## config.mk

```make
export PLATFORM = sky130hd
export DESIGN_NAME = mod_360
export DESIGN_NICKNAME = d
export VERILOG_FILES = /design/src/rtl/mod_360.sv
export SDC_FILE = /design/constraint.sdc
export NUM_CORES = 1
export LEC_CHECK = 0
export ABC_CLOCK_PERIOD_IN_PS = 1060
export CAP_MARGIN = 20
export CORE_MARGIN = 3
export CORE_UTILIZATION = 44
export CTS_CLUSTER_SIZE = 30
export DETAILED_ROUTE_END_ITERATION = 8
export GPL_TIMING_DRIVEN = 0
export HOLD_SLACK_MARGIN = 0.12
export PLACE_DENSITY = 0.75
export SYNTH_ARGS = -nofsm -noshare
export SYNTH_HDL_FRONTEND = slang
export SYNTH_SLANG_ARGS = --single-unit
```

## constraint.sdc

```tcl
create_clock -name clk -period 1.06 [get_ports clk]
set_clock_uncertainty 0.05 [all_clocks]
set_input_delay 0.265 -clock clk [delete_from_list [all_inputs] [get_ports clk]]
set_output_delay 0.265 -clock clk [all_outputs]
set_load 0.05 [all_outputs]
```

## src/rtl/mod_360.sv

```systemverilog
// mod_360 -- registered modulo-360 reducer for 11-bit unsigned operands.
//
// Maps a raw 11-bit position sum (0..2047) to a hue index 0..359.
// The block has a single pipeline register stage with a valid flag.
// There is no combinational path from any input to any output.
//
// Optional feature: define MOD_360_QUOT_EN to add the `quot` output (din div 360, 0..5).
// `quot` is registered alongside `rem` under the same valid and reset rules.
// `rem`/`out_valid` behave identically in both builds.
//
// Ports:
//   clk        in   1   rising-edge clock
//   rst_n      in   1   asynchronous active-low reset
//   in_valid   in   1   din qualifies this cycle
//   din        in  11   unsigned operand
//   out_valid  out  1   rem/quot updated from an accepted operand (copy of in_valid, delayed 1)
//   rem        out  9   din mod 360
//   quot       out  3   din div 360 (only with MOD_360_QUOT_EN)

module mod_360 (
   input  logic        clk,
   input  logic        rst_n,
   input  logic        in_valid,
   input  logic [10:0] din,
   output logic        out_valid,
`ifdef MOD_360_QUOT_EN
   output logic [8:0]  rem,
   output logic [2:0]  quot
`else
   output logic [8:0]  rem
`endif
);

   logic [4:0]  w_ge;        // din >= 360*k for k = 1..5
   logic [2:0]  w_q;         // number of thresholds reached
   logic [10:0] w_sub;       // 360 * w_q
   logic [10:0] w_diff;      // din - 360*q, always < 360
   logic [8:0]  w_rem;
   logic [1:0]  w_unused_diff;

   logic        r_out_valid;
   logic [8:0]  r_rem;

   assign w_ge[0] = (din >= 11'd360);
   assign w_ge[1] = (din >= 11'd720);
   assign w_ge[2] = (din >= 11'd1080);
   assign w_ge[3] = (din >= 11'd1440);
   assign w_ge[4] = (din >= 11'd1800);

   // Thresholds are monotonic, so w_ge is a thermometer code and the count is direct.
   always_comb begin
      w_q   = 3'd0;
      w_sub = 11'd0;
      unique casez (w_ge)
         5'b00000: begin w_q = 3'd0; w_sub = 11'd0;    end
         5'b00001: begin w_q = 3'd1; w_sub = 11'd360;  end
         5'b00011: begin w_q = 3'd2; w_sub = 11'd720;  end
         5'b00111: begin w_q = 3'd3; w_sub = 11'd1080; end
         5'b01111: begin w_q = 3'd4; w_sub = 11'd1440; end
         5'b11111: begin w_q = 3'd5; w_sub = 11'd1800; end
         default:  begin w_q = 3'd0; w_sub = 11'd0;    end
      endcase
   end

   assign w_diff = din - w_sub;
   // Remainder is < 360, so the upper two bits are always zero.
   assign w_rem         = w_diff[8:0];
   assign w_unused_diff = w_diff[10:9];

   always_ff @(posedge clk or negedge rst_n) begin
      if (!rst_n) begin
         r_out_valid <= 1'b0;
         r_rem       <= 9'd0;
      end else begin
         r_out_valid <= in_valid;
         if (in_valid) begin
            r_rem <= w_rem;
         end
      end
   end

   assign out_valid = r_out_valid;
   assign rem       = r_rem;

`ifdef MOD_360_QUOT_EN
   logic [2:0] r_quot;

   always_ff @(posedge clk or negedge rst_n) begin
      if (!rst_n) begin
         r_quot <= 3'd0;
      end else if (in_valid) begin
         r_quot <= w_q;
      end
   end

   assign quot = r_quot;
`else
   logic [2:0] w_unused_q;
   assign w_unused_q = w_q;
`endif

endmodule

```

==> results.toml, run 1 <==
[placement]
gp_congestion = 0.723
postPlaceCellArea_mm2 = 0.00100
hpwl_mm = 1.33
portBuffers = 23

[drt]
routedWlPerCell_um = 18.9
route.vias.total = 774
routed_via_density = 5.86
post-route-drc-count = 0
final_antenna_net_count = 0
dr.pass1.iters = 4
drt_wl_total_mm = 2.49
drtIter0Drc = 28

[power_and_ir_drop]
p_leak_nw = 0.607
p_per_area_mw_per_mm2 = 1470
total_power_mw = 1.89
intPower_mw = 1.14
switching_power_uw = 751
p_sw_share_pct = 39.8
combPwrFrac_pct = 54.2
ir_drop_mv = 1.08
seqPwrFrac_pct = 27.0
clkPwrFrac_pct = 18.8

[yosys]
yosys_register_bits = 10
synth_simple_gate_area_share_pct = 14.4
synth_edf_count = 0
synth_cell_types = 32
synth_xor_area_share_pct = 3.64
synth_area_per_cell_um2 = 9.63
synth_adder_area_share_pct = 11.4
postSynthCellCount = 75
synth_top_flop_cell = "dfrtp_1"
yosys.area.top_type = "dfrtp_1"
syn-num-nets = 95
synth_compound_area_share_pct = 21.0
synth_top_family_by_area = "compound AO/OA/AOI/OAI gates"
muxShareOfSynthArea_pct = 12.1
synthArstFlopShare_pct = 100
netlist_top_cells_area = "dfrtp_1, mux2_2, ha_1"
syn_area_um2 = 722
yosysSeqAreaShare_pct = 34.7
yosysTopAreaCellShare_pct = 34.7
ys_warn_count = 0

[grt]
grt_antenna_before_repair = 0
first_global_vias = 745
track_usage_pct = 24.1
grt_start_max_net_pins = 11
grt.overflow.total = 0
grt_pass1_wl_mm = 3.53

[clocking]
h-tree-depth = 1
root_buffer = "clkbuf_4"
cts_hold_buffers = 0
cts_buffers = 3
clock-sinks = 10
cts_tree = "built"
clock_path_buffers = 2
clk_latency_ps = 270
clk_pin_slew_ps = 70

[setup_path]
startpoint_type = "input port"
r2r-start = "rem[4]$_DFFE_PN0P_"
worstSetupPathType = "in2reg"
crit_family = "compound AO/OA/AOI/OAI gates"
max_stage_delay_ps = 540
required_ps = 1180
path_buf_inv = 1
crit_arrival_ps = 2240
reg2reg_slack_ps = -10
worst_path_max_delay_cell = "or4_4"
rr_worst_depth = 3
end_kind = "flop"
path_max_fanout = 6
path_cells = "buf_12, or4_4, o21ai_4, a22oi_1, ha_1, a21o_1, a21oi_2, xnor2_1, mux2_4"
r2r_end = "rem[4]$_DFFE_PN0P_"

[sta]
setup_ws_ps = -1060
rsz0062_at_grt = "true"
fmax_ghz = 0.472
slew_violations = 0
final.setup.tns_ps = -6610
max_slew.worst_pin.slew_ps = 461
period_minus_slack_ps = 2120
slew_headroom_pct = 69.2
hold_viol = 0
period_share_pct = 200
setup-violations-final = 18

[floorplanning]
fp.dieArea_mm2 = 0.00216
io-pin-count = 24
fp-row-count = 13
die-width_um = 46.5
start_util_pct = 51.0
core_area_mm2 = 0.00142
die_h_um = 46.5

[layout]
fin_area_mm2 = 0.00128
final_cell_mix = "buf_4, buf_6, dfrtp_1, nand2_1"
final_layout_size_suffix_gt1_share_pct = 55.6
n_fill_cell = 52
num_antenna_cells = 0
layout.nets = 138
area_delta_synth_final_pct = 77.5
mostFrequentLayoutCell = "buf_4"

[outcome]
status = "finished with violations"
violations = "negative setup slack"

[worst_hold_path]
hold_path_class = "in2async"

[run]
drv_cap = 0
==> flip-flops by register name, summed over array words and instances (netlist names) <==
signal	cells
rem	9
out_valid	1
==> cell usage after synthesis, types with 3 or more instances <==
| master | count |
|---|---|
| inv_1 | 4 |
| a21oi_1 | 4 |
| ha_1 | 5 |
| o21ai_1 | 3 |
| nor2_1 | 5 |
| a21o_1 | 3 |
| nand2_1 | 7 |
| mux2_2 | 6 |
| dfrtp_1 | 10 |
==> area by class of cell <==
cell class / count / area [um2] / area share (%)
Buffer: 1 / 5.00 / 0.391
Timing Repair Buffer: 38 / 377 / 29.4
Tap cell: 15 / 18.8 / 1.46
Clock buffer: 4 / 36.3 / 2.83
Inverter: 4 / 15.0 / 1.17
Multi-Input combinational cell: 60 / 579 / 45.2
Sequential cell: 10 / 250 / 19.5
==> per-layer routing <==
metal  GRT usage, %  share of wire, %  vias up  wire, um
met5              0                 0        -         0
met4           10.2              0.48        0        12
met3           7.03               7.0        2       175
met2           38.7                55       35      1360
met1           29.8                38      378       942
li1               -                 -      359         -
==> power groups by stage <==
stage	combinational (mW)	clock, mW	sequential, mW
floorplan	0.247	0	0.761
CTS	0.915	0.362	0.506
global route	1.08	0.371	0.515
finish	1.02	0.355	0.510
detailed placement	0.790	0	0.498
global placement	0.777	0	0.495
==> worst register-to-register path, delay by kind of cell (launching register included) <==
kind	cells	cell delay [ps]
buffers and inverters	2	260
DFF	1	390
muxes	1	260
==> worst max-delay path by stage <==
stage | startpoint | to | cells after the start
finish | din[6] | rem[7]$_DFFE_PN0P_ | 9
global route | din[5] | rem[7]$_DFFE_PN0P_ | 12
CTS | din[6] | rem[7]$_DFFE_PN0P_ | 11
detailed placement | din[4] | rem[7]$_DFFE_PN0P_ | 13
global placement | din[4] | rem[7]$_DFFE_PN0P_ | 13
floorplan | din[4] | rem[7]$_DFFE_PN0P_ | 8
==> logic make-up after synthesis <==
| family | Yosys count |
|---|---|
| multiplexers | 8 |
| AND/OR/NAND/NOR | 21 |
| AO/OA/AOI/OAI | 22 |
| buffers and inverters | 5 |
| adder cells (fa/ha/maj) | 6 |
| flip-flops | 10 |
| XOR/XNOR | 3 |
==> through the flow <==
step	utilization [%]	hold WS, ps	instances	setup slack [ps]
6_report	90.5	254	132	-1060
5_1_grt	90.5	266	132	-1140
4_1_cts	83.0	268	127	-1030
3_5_place_dp	70.8	446	113	-1890
3_3_place_gp	70.8	440	113	-1900
2_1_floorplan	-	-80.6	75	-1090
==> timing repair <==
action                                  4_1_cts  5_1_grt
gates resized for setup                     123       15
endpoints found under the setup margin       18       18
pin swaps                                    18       10
buffers inserted                             10        5
Power figures use the tool's default switching activity.
==> run 2: changes to the inputs <==
==> constraint.sdc (replaced) <==
create_clock -name clk -period 1.06 [get_ports clk]
set_clock_uncertainty 0.05 [all_clocks]
set_input_delay 0.159 -clock clk [delete_from_list [all_inputs] [get_ports clk]]
set_output_delay 0.159 -clock clk [all_outputs]
set_load 0.05 [all_outputs]
==> results.toml, run 2 (synthesized netlist as in run 1, its figures left out) <==
[clocking]
root_buffer = "clkbuf_4"
clock-sinks = 10
cts_buffers = 3
clk_pin_slew_ps = 70
clock_path_buffers = 2
h-tree-depth = 1
clk_latency_ps = 270
cts_tree = "built"

[layout]
mostFrequentLayoutCell = "buf_4"
num_antenna_cells = 0
fin_area_mm2 = 0.00125
area.sequential_um2 = 250
area_delta_synth_final_pct = 72.8
final_layout_size_suffix_gt1_share_pct = 54.0
layout.nets = 134
n_fill_cell = 64
post-route-util_pct = 88.2
multi_input_area_um2 = 579
largest_reg_flops = 9
final_cell_mix = "buf_4, buf_6, dfrtp_1, nand2_1"

[drt]
routed_via_density = 6.05
post-route-drc-count = 0
route.vias.total = 775
routedWlPerCell_um = 19.5
drtIter0Drc = 22
drt_wl_total_mm = 2.50
final_antenna_net_count = 0
dr.pass1.iters = 4
highest_layer = "met4"
met3_length_um = 175
dr_wl_met2_mm = 1.33
met1_length_um = 956

[setup_path]
startpoint_type = "input port"
r2r-start = "rem[4]$_DFFE_PN0P_"
rr_worst_depth = 2
worst_path_max_delay_cell = "or4_4"
path_cells = "buf_12, or4_4, o21ai_4, a22oi_1, ha_1, a21o_1, a21oi_2, xnor2_1, mux2_4"
crit_family = "compound AO/OA/AOI/OAI gates"
worstSetupPathType = "in2reg"
r2r_end = "rem[4]$_DFFE_PN0P_"
path_buf_inv = 1
cp_num_cells = 9
max_stage_delay_ps = 540
end_kind = "flop"
required_ps = 1180
crit_arrival_ps = 2130
reg2reg_slack_ps = 100
path_max_fanout = 6

[grt]
track_usage_pct = 23.7
grt.overflow.total = 0
first_global_vias = 725
grt_start_max_net_pins = 11
grt_pass1_wl_mm = 3.45
grt_antenna_before_repair = 0

[sta]
rsz0062_at_grt = "true"
hold_viol = 0
slew_headroom_pct = 69.1
fmax_ghz = 0.497
finalHoldWorstSlack_ps = 144
setup_ws_ps = -951
period_share_pct = 190
period_minus_slack_ps = 2010
slew_violations = 0
setup-violations-final = 8
max_slew.worst_pin.slew_ps = 463
final.setup.tns_ps = -4950

[power_and_ir_drop]
p_leak_nw = 0.587
total_power_mw = 1.85
seqPwrFrac_pct = 27.5
p_sw_share_pct = 40.4
combPwrFrac_pct = 53.0
switching_power_uw = 748
ir_drop_mv = 1.10
p_per_area_mw_per_mm2 = 1480
intPower_mw = 1.10
clkPwrFrac_pct = 19.4

[floorplanning]
io-pin-count = 24
start_util_pct = 51.0
core_area_mm2 = 0.00142
fp.dieArea_mm2 = 0.00216
die_h_um = 46.5
fp-row-count = 13
die-width_um = 46.5

[placement]
gp_congestion = 0.723
postPlaceCellArea_mm2 = 0.00100
portBuffers = 23
hpwl_mm = 1.33

[run]
drv_cap = 0

[worst_hold_path]
hold_path_class = "in2async"

[outcome]
status = "finished with violations"
violations = "negative setup slack"
## run 2: cell type report
cell class,count,share of cell area (%)
repair buffers,34,27.5
well taps,15,1.50
plain buffers,1,0.401
flip-flops and latches,10,20.1
multi-input cells,60,46.4
inverters,4,1.20
clock buffers,4,2.91
## run 2: how the worst max path moves through the flow
stage | from | to | slack, ps
after detailed placement | din[4] | rem[7]$_DFFE_PN0P_ | -1790
after global placement | din[4] | rem[7]$_DFFE_PN0P_ | -1800
after floorplan | din[4] | rem[7]$_DFFE_PN0P_ | -980
after CTS | din[6] | rem[7]$_DFFE_PN0P_ | -920
final | din[6] | rem[7]$_DFFE_PN0P_ | -950
after global routing | din[5] | rem[7]$_DFFE_PN0P_ | -1020
## run 2: per-stage QoR
| stage | cells | worst slack, ps |
|---|---|---|
| after floorplan | 75 | -982 |
| after global placement | 113 | -1800 |
| after detailed placement | 113 | -1790 |
| after CTS | 124 | -923 |
| after global routing | 128 | -1020 |
| final | 128 | -951 |
## run 2: worst register-to-register path, cell delays in order, from the launching register on
cell and delay [ps]:
dfrtp_1 390, buf_4 140, mux2_4 260
## run 2: power by group through the flow
stage	logic (mW)	clock network [mW]	registers (mW)
final	0.982	0.359	0.510
after global routing	1.04	0.376	0.515
after CTS	0.865	0.362	0.503
after detailed placement	0.790	0	0.498
after global placement	0.777	0	0.495
after floorplan	0.247	0	0.761
## run 2: per-layer routing
| metal | vias to the layer above | global-route usage, % |
|---|---|---|
| li1 | 350 | - |
| met1 | 377 | 29.0 |
| met2 | 42 | 37.4 |
| met3 | 6 | 7.42 |
| met4 | 0 | 11.4 |
| met5 | - | 0 |
## run 2: what timing repair did
item,CTS,global route
pin swaps,18,10
hold buffers,0,0
setup endpoints to repair,18,16
gates resized for setup,118,19
buffers inserted,7,4
==> run 3: changes to the inputs <==
- ABC_CLOCK_PERIOD_IN_PS: 1060 -> 1700
- CORE_ASPECT_RATIO: not set -> 0.75
- CORE_MARGIN: 3 -> not set
- CORE_UTILIZATION: 44 -> 40
- GPL_TIMING_DRIVEN: 0 -> not set
- PLACE_DENSITY: 0.75 -> 0.72
- clock period: 1.06 -> 1.7 ns (I/O delays scaled with it)
==> results.toml, run 3 (synthesized netlist as in run 1, its figures left out) <==
[outcome]
status = "finished with violations"
violations = "negative setup slack"

[grt]
grt_pass1_wl_mm = 3.88
grt_antenna_before_repair = 0
grt_start_max_net_pins = 11
first_global_vias = 794
grt-busiest-layer = "met2"
grt.overflow.total = 0
grtUsageMet1_pct = 36.6
grt_use_met3_pct = 5.88
track_usage_pct = 28.8
use_met2_pct = 52.3

[clocking]
clock-sinks = 10
cts_buffers = 3
clock_path_buffers = 2
root_buffer = "clkbuf_4"
clk_pin_slew_ps = 80
cts_hold_buffers = 0
clk_latency_ps = 270
h-tree-depth = 1
cts_tree = "built"

[sta]
period_share_pct = 133
hold_viol = 0
period_minus_slack_ps = 2270
slew_headroom_pct = 67.2
setup_ws_ps = -568
max_slew.worst_pin.slew_ps = 490
rsz0062_at_grt = "true"
slew_violations = 0
fmax_ghz = 0.441
setup-violations-final = 5

[layout]
n_fill_cell = 50
num_antenna_cells = 0
final_cells = 155
mostFrequentLayoutCell = "buf_4"
layout.nets = 155
area_delta_synth_final_pct = 103
final_cell_mix = "buf_4, dfrtp_1"
final_layout_size_suffix_gt1_share_pct = 65.7
largest_reg_flops = 9

[setup_path]
startpoint_type = "input port"
required_ps = 1810
path_max_fanout = 4
worst_path_max_delay_cell = "fa_2"
path_cells = "buf_12, buf_4, o211a_1, o21ai_2, nand2_1, nand3_2, ha_4, inv_2, fa_2, a21o_1, a21oi_2, xnor2_1, mux2_4"
end_kind = "flop"
crit_arrival_ps = 2380
max_stage_delay_ps = 380
critical_path.startpoint = "din[7]"
reg2reg_slack_ps = 850
crit_family = "compound AO/OA/AOI/OAI gates"
r2r-start = "rem[7]$_DFFE_PN0P_"
worstSetupPathType = "in2reg"
path_buf_inv = 3

[floorplanning]
fp.dieArea_mm2 = 0.00198
fp-row-count = 12
core_area_mm2 = 0.00158
start_util_pct = 45.8
die-width_um = 51.1
io-pin-count = 24
die_h_um = 38.8

[power_and_ir_drop]
p_per_area_mw_per_mm2 = 850
ir_drop_mv = 0.794
total_power_mw = 1.25
p_leak_nw = 0.700

[run]
drv_cap = 0

[drt]
routedWlPerCell_um = 23.3
routed_via_density = 6.21
dr.pass1.iters = 4
post-route-drc-count = 0
route.vias.total = 962
drt_wl_total_mm = 3.62
final_antenna_net_count = 0
drtIter0Drc = 48

[placement]
hpwl_mm = 1.48
place_inst = 137
portBuffers = 23
gp_congestion = 0.874

[worst_hold_path]
hold_path_class = "in2async"
[run 3: cell type report]
| type | instances | area [um2] | area share [%] |
|---|---|---|---|
| multi-input combinational | 60 | 637 | 43.4 |
| tap | 21 | 26.3 | 1.79 |
| timing repair buffer | 56 | 503 | 34.3 |
| inverter | 4 | 15.0 | 1.02 |
| sequential | 10 | 250 | 17.1 |
| clock buffer | 4 | 36.3 | 2.47 |
[run 3: final timing paths]
| kind | to | cells past startpoint |
|---|---|---|
| min | rem[2]$_DFFE_PN0P_ | 1 |
| max reg2reg | rem[7]$_DFFE_PN0P_ | 1 |
| min reg2reg | rem[0]$_DFFE_PN0P_ | 1 |
| max | rem[7]$_DFFE_PN0P_ | 13 |
| min in group clk | rem[0]$_DFFE_PN0P_ | 1 |
| max in group asynchronous | out_valid$_DFF_PN0_ | 1 |
[run 3: where the power goes]
part | switching, mW | internal, mW
Combinational | 0.397 | 0.307
Clock | 0.0975 | 0.130
Sequential | 0.0319 | 0.284
Total | 0.527 | 0.721
[run 3: per-stage QoR]
stage	utilization, %	worst slack (ps)	TNS, ps	hold WS, ps	area [um2]
2_1_floorplan	-	-438	-1540	-90.6	753
3_3_place_gp	71.2	-1150	-5450	440	1120
3_5_place_dp	71.2	-1180	-5570	450	1120
4_1_cts	84.0	-439	-1540	269	1330
5_1_grt	93.1	-609	-2200	281	1470
6_report	93.1	-568	-2110	256	1470
[run 3: repair_timing]
item                                    4_1_cts  5_1_grt
hold endpoints to repair                      0        0
endpoints found under the setup margin        6        5
resized for setup                            57       21
pin swaps                                    19       23
buffers inserted                              8        7
[run 3: routing by layer]
layer	routed length, um	up-vias
li1	-	394
met1	1330	461
met2	1820	86
met3	305	21
met4	161	0
met5	0	-
